$ cat config.mk
export PLATFORM = sky130hd
export DESIGN_NAME = tetris_input_ctrl
export DESIGN_NICKNAME = d
export VERILOG_FILES = /design/src/rtl/tetris_pkg.sv /design/src/rtl/tetris_input_ctrl_btn_debounce.sv /design/src/rtl/tetris_input_ctrl.sv
export SDC_FILE = /design/constraint.sdc
export NUM_CORES = 1
export LEC_CHECK = 0
export ABC_AREA = 1
export CAP_MARGIN = 5
export CORE_MARGIN = 1
export CORE_UTILIZATION = 25
export DETAILED_ROUTE_END_ITERATION = 10
export DONT_BUFFER_PORTS = 1
export PLACE_DENSITY = 0.51
export SETUP_SLACK_MARGIN = 0.3
export SYNTH_ARGS = -nofsm -noshare
export SYNTH_HDL_FRONTEND = slang
export SYNTH_SLANG_ARGS = --single-unit
$ cat constraint.sdc
create_clock -name CLOCK_50 -period 3.5 [get_ports CLOCK_50]
set_input_delay 0.7 -clock CLOCK_50 [delete_from_list [all_inputs] [get_ports CLOCK_50]]
set_output_delay 0.7 -clock CLOCK_50 [all_outputs]
set_load 0.1 [all_outputs]
$ cat src/rtl/tetris_pkg.sv
// tetris_pkg -- shared constants and types for the Tetris input controller.
//   * Default timing constants for a 50 MHz CLOCK_50.
//   * Level range (LEVEL_MAX, LEVEL_W) and the score-to-level helper.
//   * Event priority order: a lower index wins arbitration.
//   * Repeat-FSM state type, used only when TETRIS_AUTOREPEAT_EN is defined.
package tetris_pkg;

    localparam int DEB_CYCLES_DEF   = 1000000;   // 20 ms
    localparam int GRAV_BASE_DEF    = 50000000;  // 1 s at level 0
    localparam int GRAV_STEP_DEF    = 5000000;   // 100 ms faster per level
    localparam int REPEAT_DELAY_DEF = 15000000;  // 300 ms before auto-repeat
    localparam int REPEAT_RATE_DEF  = 5000000;   // 100 ms between repeats

    localparam int LEVEL_MAX = 7;
    localparam int LEVEL_W   = 3;
    localparam int SCORE_W   = 5;

    // Event sources, listed in priority order (index 0 wins).
    localparam int PRI_LEFT  = 0;
    localparam int PRI_RIGHT = 1;
    localparam int PRI_ROT   = 2;
    localparam int PRI_GRAV  = 3;
    localparam int NUM_EVT   = 4;

    typedef enum logic [1:0] {
        RPT_IDLE   = 2'd0,
        RPT_DELAY  = 2'd1,
        RPT_REPEAT = 2'd2
    } rpt_state_e;

    // One level per four locked pieces, saturating at LEVEL_MAX.
    function automatic logic [LEVEL_W-1:0] level_of(input logic [SCORE_W-1:0] s);
        logic [SCORE_W-1:0] q;
        q = s >> 2;
        if (q > SCORE_W'(LEVEL_MAX))
            return LEVEL_W'(LEVEL_MAX);
        return q[LEVEL_W-1:0];
    endfunction

endpackage

$ cat src/rtl/tetris_input_ctrl_btn_debounce.sv
// btn_debounce -- one push-button cleaner.
//   Raw active-low key -> 2-flop synchronizer -> stability counter.
//   The accepted (stable) state flips only after the synchronized input has
//   disagreed with it for DEB_CYCLES consecutive cycles.
// Ports:
//   CLOCK_50   in   system clock
//   resetn     in   synchronous active-low reset
//   key_n      in   raw asynchronous button, low = pressed
//   pressed    out  debounced level, 1 = pressed (released after reset)
//   press_evt  out  one-cycle pulse on each released->pressed flip
module btn_debounce
    import tetris_pkg::*;
#(
    parameter int DEB_CYCLES = DEB_CYCLES_DEF
) (
    input  logic CLOCK_50,
    input  logic resetn,
    input  logic key_n,
    output logic pressed,
    output logic press_evt
);

    localparam int CW = (DEB_CYCLES > 1) ? $clog2(DEB_CYCLES) : 1;

    logic [1:0]    sync_n;   // resets to the released level (high)
    logic          key_s;
    logic [CW-1:0] cnt;

    assign key_s = ~sync_n[1];

    always_ff @(posedge CLOCK_50) begin
        if (!resetn) begin
            sync_n    <= 2'b11;
            pressed   <= 1'b0;
            cnt       <= '0;
            press_evt <= 1'b0;
        end else begin
            sync_n    <= {sync_n[0], key_n};
            press_evt <= 1'b0;
            if (key_s == pressed) begin
                cnt <= '0;
            end else if (cnt == CW'(DEB_CYCLES - 1)) begin
                // Only the released->pressed direction produces an event.
                pressed   <= key_s;
                press_evt <= key_s;
                cnt       <= '0;
            end else begin
                cnt <= cnt + 1'b1;
            end
        end
    end

endmodule

$ cat src/rtl/tetris_input_ctrl.sv
// tetris_input_ctrl -- turns raw buttons, the pause switch and the score into
// single-cycle move/gravity requests for the game logic.
//   * Three btn_debounce instances (left, right, rotate).
//   * Gravity timer whose period shrinks with the level.
//   * Fixed-priority arbiter (left > right > rot > gravity) with a pending
//     bit per source so a losing event is issued later rather than lost.
//   * Optional left/right auto-repeat, enabled by defining the macro
//     TETRIS_AUTOREPEAT_EN; the default build has no repeat logic.
// Ports:
//   CLOCK_50, resetn (sync, active-low)
//   key_left_n, key_right_n, key_rot_n  raw buttons, low = pressed
//   pause                               raw switch, 1 = paused
//   score [4:0]                         locked-piece count
//   left_final, right_final, rot_final  one-cycle move requests
//   tick_gravity                        one-cycle gravity request
//   level [2:0]                         current speed level
// GRAV_BASE must exceed LEVEL_MAX * GRAV_STEP so every period is positive.
module tetris_input_ctrl
    import tetris_pkg::*;
#(
    parameter int DEB_CYCLES   = DEB_CYCLES_DEF,
    parameter int GRAV_BASE    = GRAV_BASE_DEF,
    parameter int GRAV_STEP    = GRAV_STEP_DEF,
    parameter int REPEAT_DELAY = REPEAT_DELAY_DEF,
    parameter int REPEAT_RATE  = REPEAT_RATE_DEF
) (
    input  logic               CLOCK_50,
    input  logic               resetn,
    input  logic               key_left_n,
    input  logic               key_right_n,
    input  logic               key_rot_n,
    input  logic               pause,
    input  logic [SCORE_W-1:0] score,
    output logic               left_final,
    output logic               right_final,
    output logic               rot_final,
    output logic               tick_gravity,
    output logic [LEVEL_W-1:0] level
);

    localparam int GW = $clog2(GRAV_BASE);

    logic [1:0]         pause_sync;
    logic               pause_s;
    logic [2:0]         key_held;
    logic [2:0]         key_press;
    logic [GW-1:0]      grav_cnt;
    logic [GW-1:0]      period_m1;
    logic               grav_evt;
    logic [NUM_EVT-1:0] evt, req, win, pend, out_q;
    logic               unused_held;

    assign pause_s = pause_sync[1];

    // ---------------------------------------------------------------- keys
    btn_debounce #(.DEB_CYCLES(DEB_CYCLES)) u_deb_left (
        .CLOCK_50  (CLOCK_50),
        .resetn    (resetn),
        .key_n     (key_left_n),
        .pressed   (key_held[PRI_LEFT]),
        .press_evt (key_press[PRI_LEFT])
    );

    btn_debounce #(.DEB_CYCLES(DEB_CYCLES)) u_deb_right (
        .CLOCK_50  (CLOCK_50),
        .resetn    (resetn),
        .key_n     (key_right_n),
        .pressed   (key_held[PRI_RIGHT]),
        .press_evt (key_press[PRI_RIGHT])
    );

    btn_debounce #(.DEB_CYCLES(DEB_CYCLES)) u_deb_rot (
        .CLOCK_50  (CLOCK_50),
        .resetn    (resetn),
        .key_n     (key_rot_n),
        .pressed   (key_held[PRI_ROT]),
        .press_evt (key_press[PRI_ROT])
    );

    // ---------------------------------------------------------- auto-repeat
`ifdef TETRIS_AUTOREPEAT_EN
    localparam int RMAX = (REPEAT_DELAY > REPEAT_RATE) ? REPEAT_DELAY : REPEAT_RATE;
    localparam int RW   = $clog2(RMAX + 1);

    rpt_state_e    rpt_state [2];
    logic [RW-1:0] rpt_cnt   [2];
    logic [1:0]    rep_evt;

    // Channel 0 = left, 1 = right. The press cycle itself counts as the
    // first held cycle, so DELAY starts at 1 and the first repeat lands
    // REPEAT_DELAY cycles after the press event (REPEAT_DELAY >= 2).
    always_ff @(posedge CLOCK_50) begin
        if (!resetn) begin
            for (int i = 0; i < 2; i++) begin
                rpt_state[i] <= RPT_IDLE;
                rpt_cnt[i]   <= '0;
                rep_evt[i]   <= 1'b0;
            end
        end else begin
            for (int i = 0; i < 2; i++) begin
                rep_evt[i] <= 1'b0;
                case (rpt_state[i])
                    RPT_IDLE: begin
                        if (key_press[i]) begin
                            rpt_state[i] <= RPT_DELAY;
                            rpt_cnt[i]   <= RW'(1);
                        end
                    end
                    RPT_DELAY: begin
                        if (!key_held[i]) begin
                            rpt_state[i] <= RPT_IDLE;
                        end else if (rpt_cnt[i] == RW'(REPEAT_DELAY - 1)) begin
                            rpt_state[i] <= RPT_REPEAT;
                            rpt_cnt[i]   <= '0;
                            rep_evt[i]   <= 1'b1;
                        end else begin
                            rpt_cnt[i] <= rpt_cnt[i] + 1'b1;
                        end
                    end
                    RPT_REPEAT: begin
                        if (!key_held[i]) begin
                            rpt_state[i] <= RPT_IDLE;
                        end else if (rpt_cnt[i] == RW'(REPEAT_RATE - 1)) begin
                            rpt_cnt[i] <= '0;
                            rep_evt[i] <= 1'b1;
                        end else begin
                            rpt_cnt[i] <= rpt_cnt[i] + 1'b1;
                        end
                    end
                    default: rpt_state[i] <= RPT_IDLE;
                endcase
            end
        end
    end

    // Rotation never repeats, so its held level has no reader.
    assign unused_held = key_held[PRI_ROT];
`else
    // Without auto-repeat the held levels have no reader.
    assign unused_held = ^key_held;
`endif

    // ------------------------------------------------------------- gravity
    assign period_m1 = GW'(GRAV_BASE - 1 - GRAV_STEP * int'(level));
    // ">=" rather than "==" so a level-up that shortens the period below the
    // current count fires straight away instead of wrapping the counter.
    assign grav_evt  = !pause_s && (grav_cnt >= period_m1);

    // ----------------------------------------------------------- arbiter
    always_comb begin
        evt            = '0;
`ifdef TETRIS_AUTOREPEAT_EN
        evt[PRI_LEFT]  = key_press[PRI_LEFT]  | rep_evt[0];
        evt[PRI_RIGHT] = key_press[PRI_RIGHT] | rep_evt[1];
`else
        evt[PRI_LEFT]  = key_press[PRI_LEFT];
        evt[PRI_RIGHT] = key_press[PRI_RIGHT];
`endif
        evt[PRI_ROT]   = key_press[PRI_ROT];
        evt[PRI_GRAV]  = grav_evt;

        // Pause drops both fresh events and anything already waiting.
        req = pause_s ? '0 : (evt | pend);

        win = '0;
        for (int i = 0; i < NUM_EVT; i++)
            if (req[i] && (win == '0))
                win[i] = 1'b1;
    end

    always_ff @(posedge CLOCK_50) begin
        if (!resetn) begin
            pause_sync <= 2'b00;
            level      <= '0;
            grav_cnt   <= '0;
            pend       <= '0;
            out_q      <= '0;
        end else begin
            pause_sync <= {pause_sync[0], pause};
            level      <= level_of(score);
            if (!pause_s)
                grav_cnt <= grav_evt ? '0 : grav_cnt + 1'b1;
            // A repeat of an already pending source simply merges into it.
            pend  <= req & ~win;
            out_q <= win;
        end
    end

    assign left_final   = out_q[PRI_LEFT];
    assign right_final  = out_q[PRI_RIGHT];
    assign rot_final    = out_q[PRI_ROT];
    assign tick_gravity = out_q[PRI_GRAV];

endmodule

==> flow_metrics.py <==
metrics = {
    "run_status": {
        "result_of_the_run": "finished, violations left",
        "failed_checks": "negative setup slack",
    },
    "sta": {
        "report.final.slew_viol_count": 0,
        "transition_time_of_the_tightest_slew_check_pin_ps": 953.5,
        "timing.final.crit_share_pct": 104.7,
        "timing.fmax_mhz": 272.9,
        "timing.final.ws_setup_ps": -163.8,
        "finalSetupTns_ps": -3636,
        "fin_hold_ws_ps": 417.1,
        "period_minus_slack_ps": 3664,
        "finalClockSkew_ps": 15.65,
        "final_setup_violation_count": 28,
        "worst_slew_margin_rel_pct": 36.34,
        "unrepaired_setup_endpoints_after_global_routing": "yes",
        "final-hold-violation-count": 0,
    },
    "finish": {
        "final_util_pct": 31.73,
        "num-fill-cells": 2771,
        "finish.net_count": 1030,
        "layout.cells.most_common": "nand2_1",
        "multiInputGateArea_um2": 4114,
        "post_layout_nonfiller_instances": 1313,
        "area.growth.synth_to_final_pct": 24.22,
        "final-seq-area_um2": 2213,
        "antenna_cells_inserted": 0,
        "final_layout_size_suffix_gt1_share_pct": 18.51,
        "final_cell_mix": "189 x nand2_1, 123 x nor2_1, 119 x inv_1",
    },
    "critical_path": {
        "critPathMaxStageDelay_ps": 620,
        "critical_path_arrival_ps": 3920,
        "crit-reg2reg-launch": "level[0]",
        "worstPathCellList": "inv_4 > ha_4 > inv_4 > ha_4 > fa_2 > inv_2 > nand3_4 > o211ai_1 > buf_4 > buf_6 > buf_6 > xor2_2 > ha_1 > nand4_1 > buf_4 > nor2_4 > nand2_2 > nand3_4 > nand2_4 > nand2_8 > clkbuf_16 > nor2_1",
        "worstRegToRegCells": 22,
        "crit_path_end_kind": "register",
        "critical_path_peak_fanout": 6,
        "critical_path.slowest_cell": "fa_2",
        "criticalPathCategory": "register to register",
        "critical_path.reg2reg.endpoint": "grav_cnt[2]",
        "reg2reg_slack_ps": -160,
        "critical_path_required_ps": 3760,
        "startpoint_type": "register",
    },
    "run": {
        "max_cap_viol_count": 0,
    },
    "cts": {
        "post_cts_hold_fix_bufs": 0,
        "numClockSinks": 110,
        "cts_root_buf": "clkbuf_16",
        "clock_latency_late_sink_ps": 360,
        "numCtsBuffers": 9,
        "h_tree_lvls": 3,
        "maximum_count_of_clock_buffers_along_a_single_path": 2,
        "tritoncts_clock_tree": "yes",
        "clk_pin_slew_ps": 80,
    },
    "power": {
        "vdd.ir_drop.worst_v": 0.0002137,
        "pwr_density_cell_nw_per_um2": 325.4,
        "cellLeakagePower_nw": 3.205,
    },
    "synthesis": {
        "postSynthNetCount": 974,
        "synthesis.instances": 922,
        "yosys_register_bits": 110,
        "async_flop_share_pct": 0,
        "synth.cell_area_um2": 6451,
        "synth.yosys.seq_area_share_pct": 34.13,
        "post-synth-top-area-cell": "dfxtp_1",
        "synth_top_cells_by_area": "dfxtp_1 34%, nand2_1 12%, nor2_1 7.9%",
        "synth_top_flop_cell": "dfxtp_1",
        "synth_warnings": 0,
        "yosysTopAreaCellShare_pct": 34.13,
        "post_synth.cell_area_avg_um2": 6.997,
        "netlist-cell-type-count": 43,
        "synth_enable_flop_cells": 0,
    },
    "global_route": {
        "antenna_found_initial": 0,
        "groute.usage.overall_pct": 11.69,
        "vias_in_the_first_global_route": 5363,
        "grt_first_pass_wirelength_um": 25180,
        "global_route.overflow_total": 0,
        "grt_max_degree": 22,
    },
    "route": {
        "dr.first_iter.drc_count": 209,
        "detailroute.via_count": 5759,
        "post_drt_via_cell_ratio": 4.386,
        "drc": 0,
        "detail_route.first_pass.iterations": 4,
        "totalWireLength_um": 14760,
        "wire_length_per_cell_after_detailed_routing_um": 11.24,
        "final_antenna_net_count": 0,
    },
    "min_path": {
        "whs_endpoint": "u_deb_right.sync_n[1]",
        "min_from": "u_deb_right.sync_n[0]",
        "timing.hold.worst.class": "register to register",
        "holdPathStages": 1,
    },
    "floorplanning": {
        "die_y_um": 162.6,
        "core_um2": 25250,
        "ioPinCount": 18,
        "floorplan.die_area_um2": 26450,
        "die_width_um": 162.6,
        "rows": 58,
        "start_util_pct": 25.54,
    },
    "place": {
        "gp_routability_congestion": 0.8496,
        "placed_cells": 1283,
        "dpl.hpwl_um": 10900,
        "port_buffers": 0,
    },
}
flip-flops by register name (all words and copies together), names as in the netlist, 2 cells and up:
signal	count
u_deb_right.cnt	20
u_deb_left.cnt	20
u_deb_rot.sync_n	2
grav_cnt	26
pend	3
u_deb_right.sync_n	2
level	3
u_deb_left.sync_n	2
u_deb_rot.cnt	20
pause_sync	2
out_q	4
cell type report:
cell class,instances,share of cell area (%)
Sequential cell,110,27.62
Multi-Input combinational cell,674,51.33
Inverter,125,5.917
Timing Repair Buffer,58,6.276
Clock buffer,9,2.810
Clock inverter,7,0.8899
Tap cell,330,5.152
per-stage QoR:
stage	power [mW]	area [um2]	setup WS, ps
after floorplan	1.464	6546	-54.28
after global routing	2.739	8014	-350.2
after CTS	2.635	7664	-95.39
final	2.607	8014	-163.8
after detailed placement	1.548	7223	-151.8
after global placement	1.546	7223	-151.9
kinds of logic after synthesis:
group / synth area share [%]
AOI/OAI and AO/OA: 4.888
xor gates and xnor gates: 7.331
adders and majority gates: 8.185
buffers and inverters: 8.572
DFF: 34.13
and+or+nand+nor: 36.89
Yosys cell counts (2+ instances only):
master and number:
a21oi_1 37, a31oi_1 4, and3_1 2, buf_2 4, buf_4 2, buf_6 3
clkbuf_1 4, dfxtp_1 110, fa_1 2, ha_1 39, inv_1 123, nand2_1 206
nand2_2 3, nand3_1 64, nand3_2 4, nand3b_1 4, nand4_1 27, nor2_1 136
nor2_2 8, nor2_4 5, nor3_1 31, nor3b_1 3, nor3b_2 3, nor4_1 8
o21ai_0 12, or2_2 9, xnor2_1 15, xor2_1 39
power breakdown:
part / switching (mW) / internal (mW)
Combinational: 0.172 / 0.133
Sequential: 0.0105 / 1.26
Clock: 0.523 / 0.509
worst max path at each step:
stage | start | end | slack, ps | cells past startpoint
2_1_floorplan | level[0] | grav_cnt[13] | -50 | 28
3_3_place_gp | level[0] | out_q[3] | -150 | 21
3_5_place_dp | level[0] | grav_cnt[3] | -150 | 22
4_1_cts | level[0] | grav_cnt[0] | -100 | 22
5_1_grt | level[0] | grav_cnt[13] | -350 | 26
6_report | level[0] | grav_cnt[2] | -160 | 22
layer usage:
layer	wire (um)	global-route usage (%)	up-vias
li1	-	-	3074
met1	7606	15.72	2623
met2	6671	18.92	53
met3	329	1.986	9
met4	151	3.696	0
met5	0	0	-
critical path: cells and delay by family, from the launching register on:
family | cells | cell delay [ps]
adder cells (fa/ha/maj) | 4 | 1330
AND/OR/NAND/NOR | 8 | 740
buffers and inverters | 8 | 840
flip-flops | 1 | 390
XOR/XNOR | 1 | 160
AO/OA/AOI/OAI | 1 | 100
timing repair:
action	CTS	global route
resized for setup	20	54
endpoints found under the setup margin	28	28
gates cloned	0	2
pin swaps	9	22
buffers inserted	7	5
Power figures use the tool's default switching activity.
